[config.mk]
export PLATFORM = sky130hd
export DESIGN_NAME = encoder_4_motor_receiver
export DESIGN_NICKNAME = d
export VERILOG_FILES = /design/src/rtl/encoder_4_motor_receiver.sv
export SDC_FILE = /design/constraint.sdc
export NUM_CORES = 1
export LEC_CHECK = 0
export BUFFER_PORTS_ARGS = -buffer_cell sky130_fd_sc_hd__buf_2
export CORE_MARGIN = 4
export CORE_UTILIZATION = 35
export DETAILED_ROUTE_END_ITERATION = 6
export PLACE_DENSITY = 0.5
export SKIP_CTS_REPAIR_TIMING = 1
export SYNTH_ARGS = -nofsm -noshare
export SYNTH_HDL_FRONTEND = slang
export SYNTH_SLANG_ARGS = --single-unit
[constraint.sdc]
create_clock -name CLK -period 1.7 [get_ports CLK]
set_input_delay 0.51 -clock CLK [delete_from_list [all_inputs] [get_ports CLK]]
set_output_delay 0.51 -clock CLK [all_outputs]
set_load 0.02 [all_outputs]
[src/rtl/encoder_4_motor_receiver.sv]
// encoder_4_motor_receiver: receive end of the 4-motor encoder link.
// 8N1 UART receiver feeding a frame parser for 0xFF, E1, E2, E3, E4 frames.
// E1..E4 update only on a good frame, with a one-cycle FRAME_VALID strobe;
// aborted frames (bad stop bit or inter-byte timeout) give a FRAME_ERR strobe.
module encoder_4_motor_receiver #(
   parameter int CLKS_PER_BIT = 434,
   parameter int TIMEOUT_BITS = 20
) (
   input  logic       CLK,
   input  logic       RST,
   input  logic       RX,
   output logic [7:0] E1,
   output logic [7:0] E2,
   output logic [7:0] E3,
   output logic [7:0] E4,
   output logic       FRAME_VALID,
   output logic       FRAME_ERR
);

   localparam int HALF_BIT = CLKS_PER_BIT / 2;
   localparam int TO_LIMIT = TIMEOUT_BITS * CLKS_PER_BIT;
   localparam int CW       = $clog2(CLKS_PER_BIT + 1);
   localparam int TW       = $clog2(TO_LIMIT + 1);

   typedef enum logic [1:0] {IDLE, START, DATA, STOP} ustate_t;
   typedef enum logic [2:0] {HUNT, B1, B2, B3, B4} fstate_t;

   logic          rx_meta, rxs;
   ustate_t       ustate, ustate_nxt;
   logic [CW-1:0] clk_cnt, clk_cnt_nxt;
   logic [2:0]    bit_cnt, bit_cnt_nxt;
   logic [7:0]    shreg, shreg_nxt;
   logic          byte_ok, byte_err;

   fstate_t       fstate, fstate_nxt;
   logic [7:0]    s1, s2, s3, s1_nxt, s2_nxt, s3_nxt;
   logic [TW-1:0] to_cnt, to_cnt_nxt;
   logic [7:0]    e1_nxt, e2_nxt, e3_nxt, e4_nxt;
   logic          fv_nxt, fe_nxt;

   // Two-flop synchroniser plus UART receiver state registers
   always_ff @(posedge CLK) begin
      if (RST) begin
         rx_meta <= 1'b1;
         rxs     <= 1'b1;
         ustate  <= IDLE;
         clk_cnt <= '0;
         bit_cnt <= '0;
         shreg   <= '0;
      end else begin
         rx_meta <= RX;
         rxs     <= rx_meta;
         ustate  <= ustate_nxt;
         clk_cnt <= clk_cnt_nxt;
         bit_cnt <= bit_cnt_nxt;
         shreg   <= shreg_nxt;
      end
   end

   // UART receiver next-state; byte_ok/byte_err fire in the stop-bit sample cycle
   always_comb begin
      ustate_nxt  = ustate;
      clk_cnt_nxt = clk_cnt;
      bit_cnt_nxt = bit_cnt;
      shreg_nxt   = shreg;
      byte_ok     = 1'b0;
      byte_err    = 1'b0;
      case (ustate)
         IDLE: begin
            clk_cnt_nxt = '0;
            bit_cnt_nxt = '0;
            if (!rxs) ustate_nxt = START;
         end
         START: begin
            if (clk_cnt == CW'(HALF_BIT - 1)) begin
               clk_cnt_nxt = '0;
               ustate_nxt  = rxs ? IDLE : DATA;
            end else begin
               clk_cnt_nxt = clk_cnt + CW'(1);
            end
         end
         DATA: begin
            if (clk_cnt == CW'(CLKS_PER_BIT - 1)) begin
               clk_cnt_nxt = '0;
               shreg_nxt   = {rxs, shreg[7:1]};
               if (bit_cnt == 3'd7) ustate_nxt = STOP;
               else                 bit_cnt_nxt = bit_cnt + 3'd1;
            end else begin
               clk_cnt_nxt = clk_cnt + CW'(1);
            end
         end
         STOP: begin
            if (clk_cnt == CW'(CLKS_PER_BIT - 1)) begin
               clk_cnt_nxt = '0;
               ustate_nxt  = IDLE;
               byte_ok     = rxs;
               byte_err    = !rxs;
            end else begin
               clk_cnt_nxt = clk_cnt + CW'(1);
            end
         end
         default: ustate_nxt = IDLE;
      endcase
   end

   // Frame parser registers and registered outputs
   always_ff @(posedge CLK) begin
      if (RST) begin
         fstate      <= HUNT;
         s1          <= '0;
         s2          <= '0;
         s3          <= '0;
         to_cnt      <= '0;
         E1          <= '0;
         E2          <= '0;
         E3          <= '0;
         E4          <= '0;
         FRAME_VALID <= 1'b0;
         FRAME_ERR   <= 1'b0;
      end else begin
         fstate      <= fstate_nxt;
         s1          <= s1_nxt;
         s2          <= s2_nxt;
         s3          <= s3_nxt;
         to_cnt      <= to_cnt_nxt;
         E1          <= e1_nxt;
         E2          <= e2_nxt;
         E3          <= e3_nxt;
         E4          <= e4_nxt;
         FRAME_VALID <= fv_nxt;
         FRAME_ERR   <= fe_nxt;
      end
   end

   // Frame parser next-state: header hunt, four payload slots, abort on error/timeout.
   // The timeout counter defaults to zero, so any cycle outside UART IDLE clears it.
   always_comb begin
      fstate_nxt = fstate;
      s1_nxt     = s1;
      s2_nxt     = s2;
      s3_nxt     = s3;
      to_cnt_nxt = '0;
      e1_nxt     = E1;
      e2_nxt     = E2;
      e3_nxt     = E3;
      e4_nxt     = E4;
      fv_nxt     = 1'b0;
      fe_nxt     = 1'b0;
      if (fstate == HUNT) begin
         if (byte_ok && shreg == 8'hFF) fstate_nxt = B1;
      end else if (byte_err) begin
         fe_nxt     = 1'b1;
         fstate_nxt = HUNT;
      end else if (byte_ok) begin
         case (fstate)
            B1: begin s1_nxt = shreg; fstate_nxt = B2; end
            B2: begin s2_nxt = shreg; fstate_nxt = B3; end
            B3: begin s3_nxt = shreg; fstate_nxt = B4; end
            default: begin
               e1_nxt     = s1;
               e2_nxt     = s2;
               e3_nxt     = s3;
               e4_nxt     = shreg;
               fv_nxt     = 1'b1;
               fstate_nxt = HUNT;
            end
         endcase
      end else if (ustate == IDLE) begin
         if (to_cnt == TW'(TO_LIMIT - 1)) begin
            fe_nxt     = 1'b1;
            fstate_nxt = HUNT;
         end else begin
            to_cnt_nxt = to_cnt + TW'(1);
         end
      end
   end

endmodule

==> results_dict.tcl <==
set metrics [dict create \
    port-buffer-count 36 \
    synth_area_per_cell_um2 9.00 \
    regArea_um2 1980 \
    core-area_um2 10900 \
    cts_tree "done" \
    synth_xor_area_share_pct 3.77 \
    yosysTopAreaCellShare_pct 50.1 \
    drc 0 \
    final_max_slew_viol_count 0 \
    fin_crit_sh_pct 101 \
    clkTransAtPathRegs_ns 0.07 \
    avgViaCountPerCell 4.85 \
    timing.rr.end "s3[2]$_SDFFE_PP0P_" \
    grt_usage_pct 14.0 \
    die_x_um 114 \
    synth_flop_cell "dfxtp_1" \
    post_drt_wl_per_cell_um 13.8 \
    period_minus_slack_ns 1.72 \
    start_util_pct 36.1 \
    numCtsBuffers 9 \
    antenna_cells 0 \
    synthesis.nets 448 \
    clock_skew_ns 0.0125 \
    hold_depth 2 \
    h-tree-depth 3 \
    areaGrowthSynthToFinish_pct 24.9 \
    multi_input_area_um2 1840 \
    yosysTopAreaCell "dfxtp_1" \
    clock.fmax_mhz 582 \
    ios 37 \
    clock_latency_ns 0.35 \
    rsz0062_at_grt "true" \
    drt_iter0_drc 88 \
    seq_area_frac_synth_pct 50.1 \
    nNetsFinal 511 \
    p_leak_nw 2.12 \
    power-per-cell-area_nw_per_um2 870 \
    fin_area_um2 4940 \
    fin_util_pct 45.1 \
    synth_compound_area_share_pct 7.98 \
    hold_ws_ns 0.348 \
    synth_area_um2 3950 \
    antenna_found_initial 0 \
    hold_path.class "in -> reg" \
    finalHoldViolCount 0 \
    hpwl_um 5730 \
    maxCapViolations 0 \
    arrival_ns 1.96 \
    r2r_cells 8 \
    worst_pin_slew_ns 0.583 \
    drive_above_1_share_pct 22.9 \
    whs_endpoint "rx_meta$_SDFF_PP1_" \
    r2r_start "clk_cnt[1]$_SDFF_PP0_" \
    worst_setup_path_start_kind "register" \
    setup_viol 10 \
    dpl.cell_count 624 \
    failed_checks "negative setup slack" \
    ir_worst_vdd_mv 0.477 \
    synthesis.instances 439 \
    overflow 0 \
    cts-root-buf "clkbuf_16" \
    finalWirelength_um 8950 \
    crit_path_end_kind "register" \
    grt_pass1_wl_um 14700 \
    status "finished with violations" \
    vias 3137 \
    place_congestion 0.746 \
    synth-adder-area-share_pct 1.90 \
    synth_edf_count 0 \
    grt_start_max_net_pins 49 \
    synthMuxAreaShare_pct 8.10 \
    ys_async_sr_fraction_pct 0 \
    slew_headroom_pct 61.1 \
    worst_slack_ns -0.0182 \
    synthTopCellsByArea "dfxtp_1 50%, mux2i_1 8.1%, nand2_1 6.7%, nor2_1 5.2%, a21oi_1 5.1%" \
    yosys_register_bits 99 \
    grt_pass1_vias 3057 \
    dr.pass1.iters 4 \
    stdcell_count 647 \
    ys_warn_count 0 \
    synth_top_family_by_area "simple AND/OR/NAND/NOR gates" \
    ant_nets 0 \
    placement.cell_area_um2 4510 \
    rows 38 \
    worstSetupPathType "reg -> reg" \
    cp.required_ns 1.94 \
    die_h_um 114 \
    min-delay-start "RX" \
    clock_path_buffers 2 \
    synth-simple-area-share_pct 23.8 \
    nFillCells 1090 \
    clock_sink_count 99 \
    dieArea_um2 13100 \
    synth.distinct_cells 48 \
    r2r_slack_ns -0.02 \
    critPathMaxFanout 6 \
]
==> state kept, by name (all words and copies together) (netlist names), 3 cells and up, named ones only <==
signal / cells
E1: 8
E2: 8
E3: 8
E4: 8
bit_cnt: 3
clk_cnt: 9
fstate: 3
s1: 8
s2: 8
s3: 8
shreg: 8
to_cnt: 14
==> layout by cell type, fill, tap and decap left out, drive strengths merged, types with 2 or more instances in the layout <==
| cell | instances |
|---|---|
| o21bai | 2 |
| nor4 | 2 |
| mux2i | 32 |
| a21oi | 40 |
| and3 | 3 |
| or3 | 3 |
| clkbuf | 12 |
| nand2 | 72 |
| ha | 6 |
| inv | 11 |
| and4 | 5 |
| nor2b | 2 |
| and4bb | 2 |
| nand3 | 20 |
| nor3b | 2 |
| nand4 | 11 |
| buf | 75 |
| clkinv | 3 |
| xor2 | 14 |
| dfxtp | 99 |
| o21ai | 6 |
| a31oi | 3 |
| xnor2 | 3 |
| nor2 | 55 |
| nor3 | 6 |
| or2 | 2 |
==> logic make-up after synthesis <==
logic type / after synthesis
AND/OR/NAND/NOR: 195
flip-flops: 99
AO/OA/AOI/OAI: 56
buffers and inverters: 34
multiplexers: 32
XOR/XNOR: 17
adder cells (fa/ha/maj): 6
==> cell usage after synthesis, drive strengths merged (2+ instances only) <==
master and count:
nor3 6, a21oi 40, clkbuf 13, nor3b 2, buf 13, inv 8, mux2i 32, xor2 14
and4 5, ha 6, nand2 72, nor2b 2, xnor2 3, a31oi 3, o21ai 6, o21bai 2
or2 2, and4bb 2, nand4 11, or3 3, nor4 2, dfxtp 99, nand3 20, nor2 55
and3 3
==> metal layers <==
layer	GRT usage (%)	share of wire [%]	vias to the layer above
met5	0	0	-
met4	5.46	1.7	0
met3	4.02	3.7	11
met2	20.7	43	38
met1	19.4	52	1475
li1	-	-	1613
==> power by group <==
| group | switching, W | internal, W | total (W) |
|---|---|---|---|
| sequential | 0.00000423 | 0.00232 | 0.00233 |
| clock | 0.000905 | 0.00100 | 0.00191 |
| combinational | 0.0000422 | 0.0000194 | 0.0000617 |
| total | 0.000951 | 0.00335 | 0.00430 |
==> stage by stage <==
step / setup TNS (ns) / worst slack (ns) / power (W)
after global routing: -3.28 / -0.115 / 0.00449
after global placement: -0.0954 / -0.0688 / 0.00244
after detailed placement: -0.554 / -0.0559 / 0.00244
after floorplan: 0 / 0.0966 / 0.00241
final: -0.0966 / -0.0182 / 0.00430
after CTS: -0.790 / -0.0738 / 0.00436
==> worst max-delay path: stages, from the launching register on <==
cell	delay, ns
dfxtp_2	0.32
inv_2	0.07
ha_4	0.12
and4b_2	0.30
buf_6	0.12
nand4_1	0.24
clkbuf_16	0.26
mux2i_1	0.14
nor2_1	0.05
==> area by class of cell <==
class	count	area share (%)
clock buffer	9	4.56
sequential	99	40.2
multi-input combinational	306	37.3
clock inverter	7	1.04
timing repair buffer	78	12.8
tap	140	3.55
inverter	8	0.608
==> worst max-delay path by stage <==
| stage | startpoint | endpoint | slack (ns) | cells after the start |
|---|---|---|---|---|
| finish | clk_cnt[1]$_SDFF_PP0_ | s3[2]$_SDFFE_PP0P_ | -0.02 | 8 |
| global route | clk_cnt[1]$_SDFF_PP0_ | s3[5]$_SDFFE_PP0P_ | -0.11 | 8 |
| CTS | clk_cnt[1]$_SDFF_PP0_ | FRAME_ERR$_SDFF_PP0_ | -0.07 | 7 |
| detailed placement | clk_cnt[1]$_SDFF_PP0_ | s3[7]$_SDFFE_PP0P_ | -0.06 | 8 |
| global placement | clk_cnt[1]$_SDFF_PP0_ | FRAME_ERR$_SDFF_PP0_ | -0.07 | 7 |
| floorplan | clk_cnt[1]$_SDFF_PP0_ | s2[0]$_SDFFE_PP0P_ | 0.1 | 8 |
No activity file was read; power rests on OpenSTA's default activity.
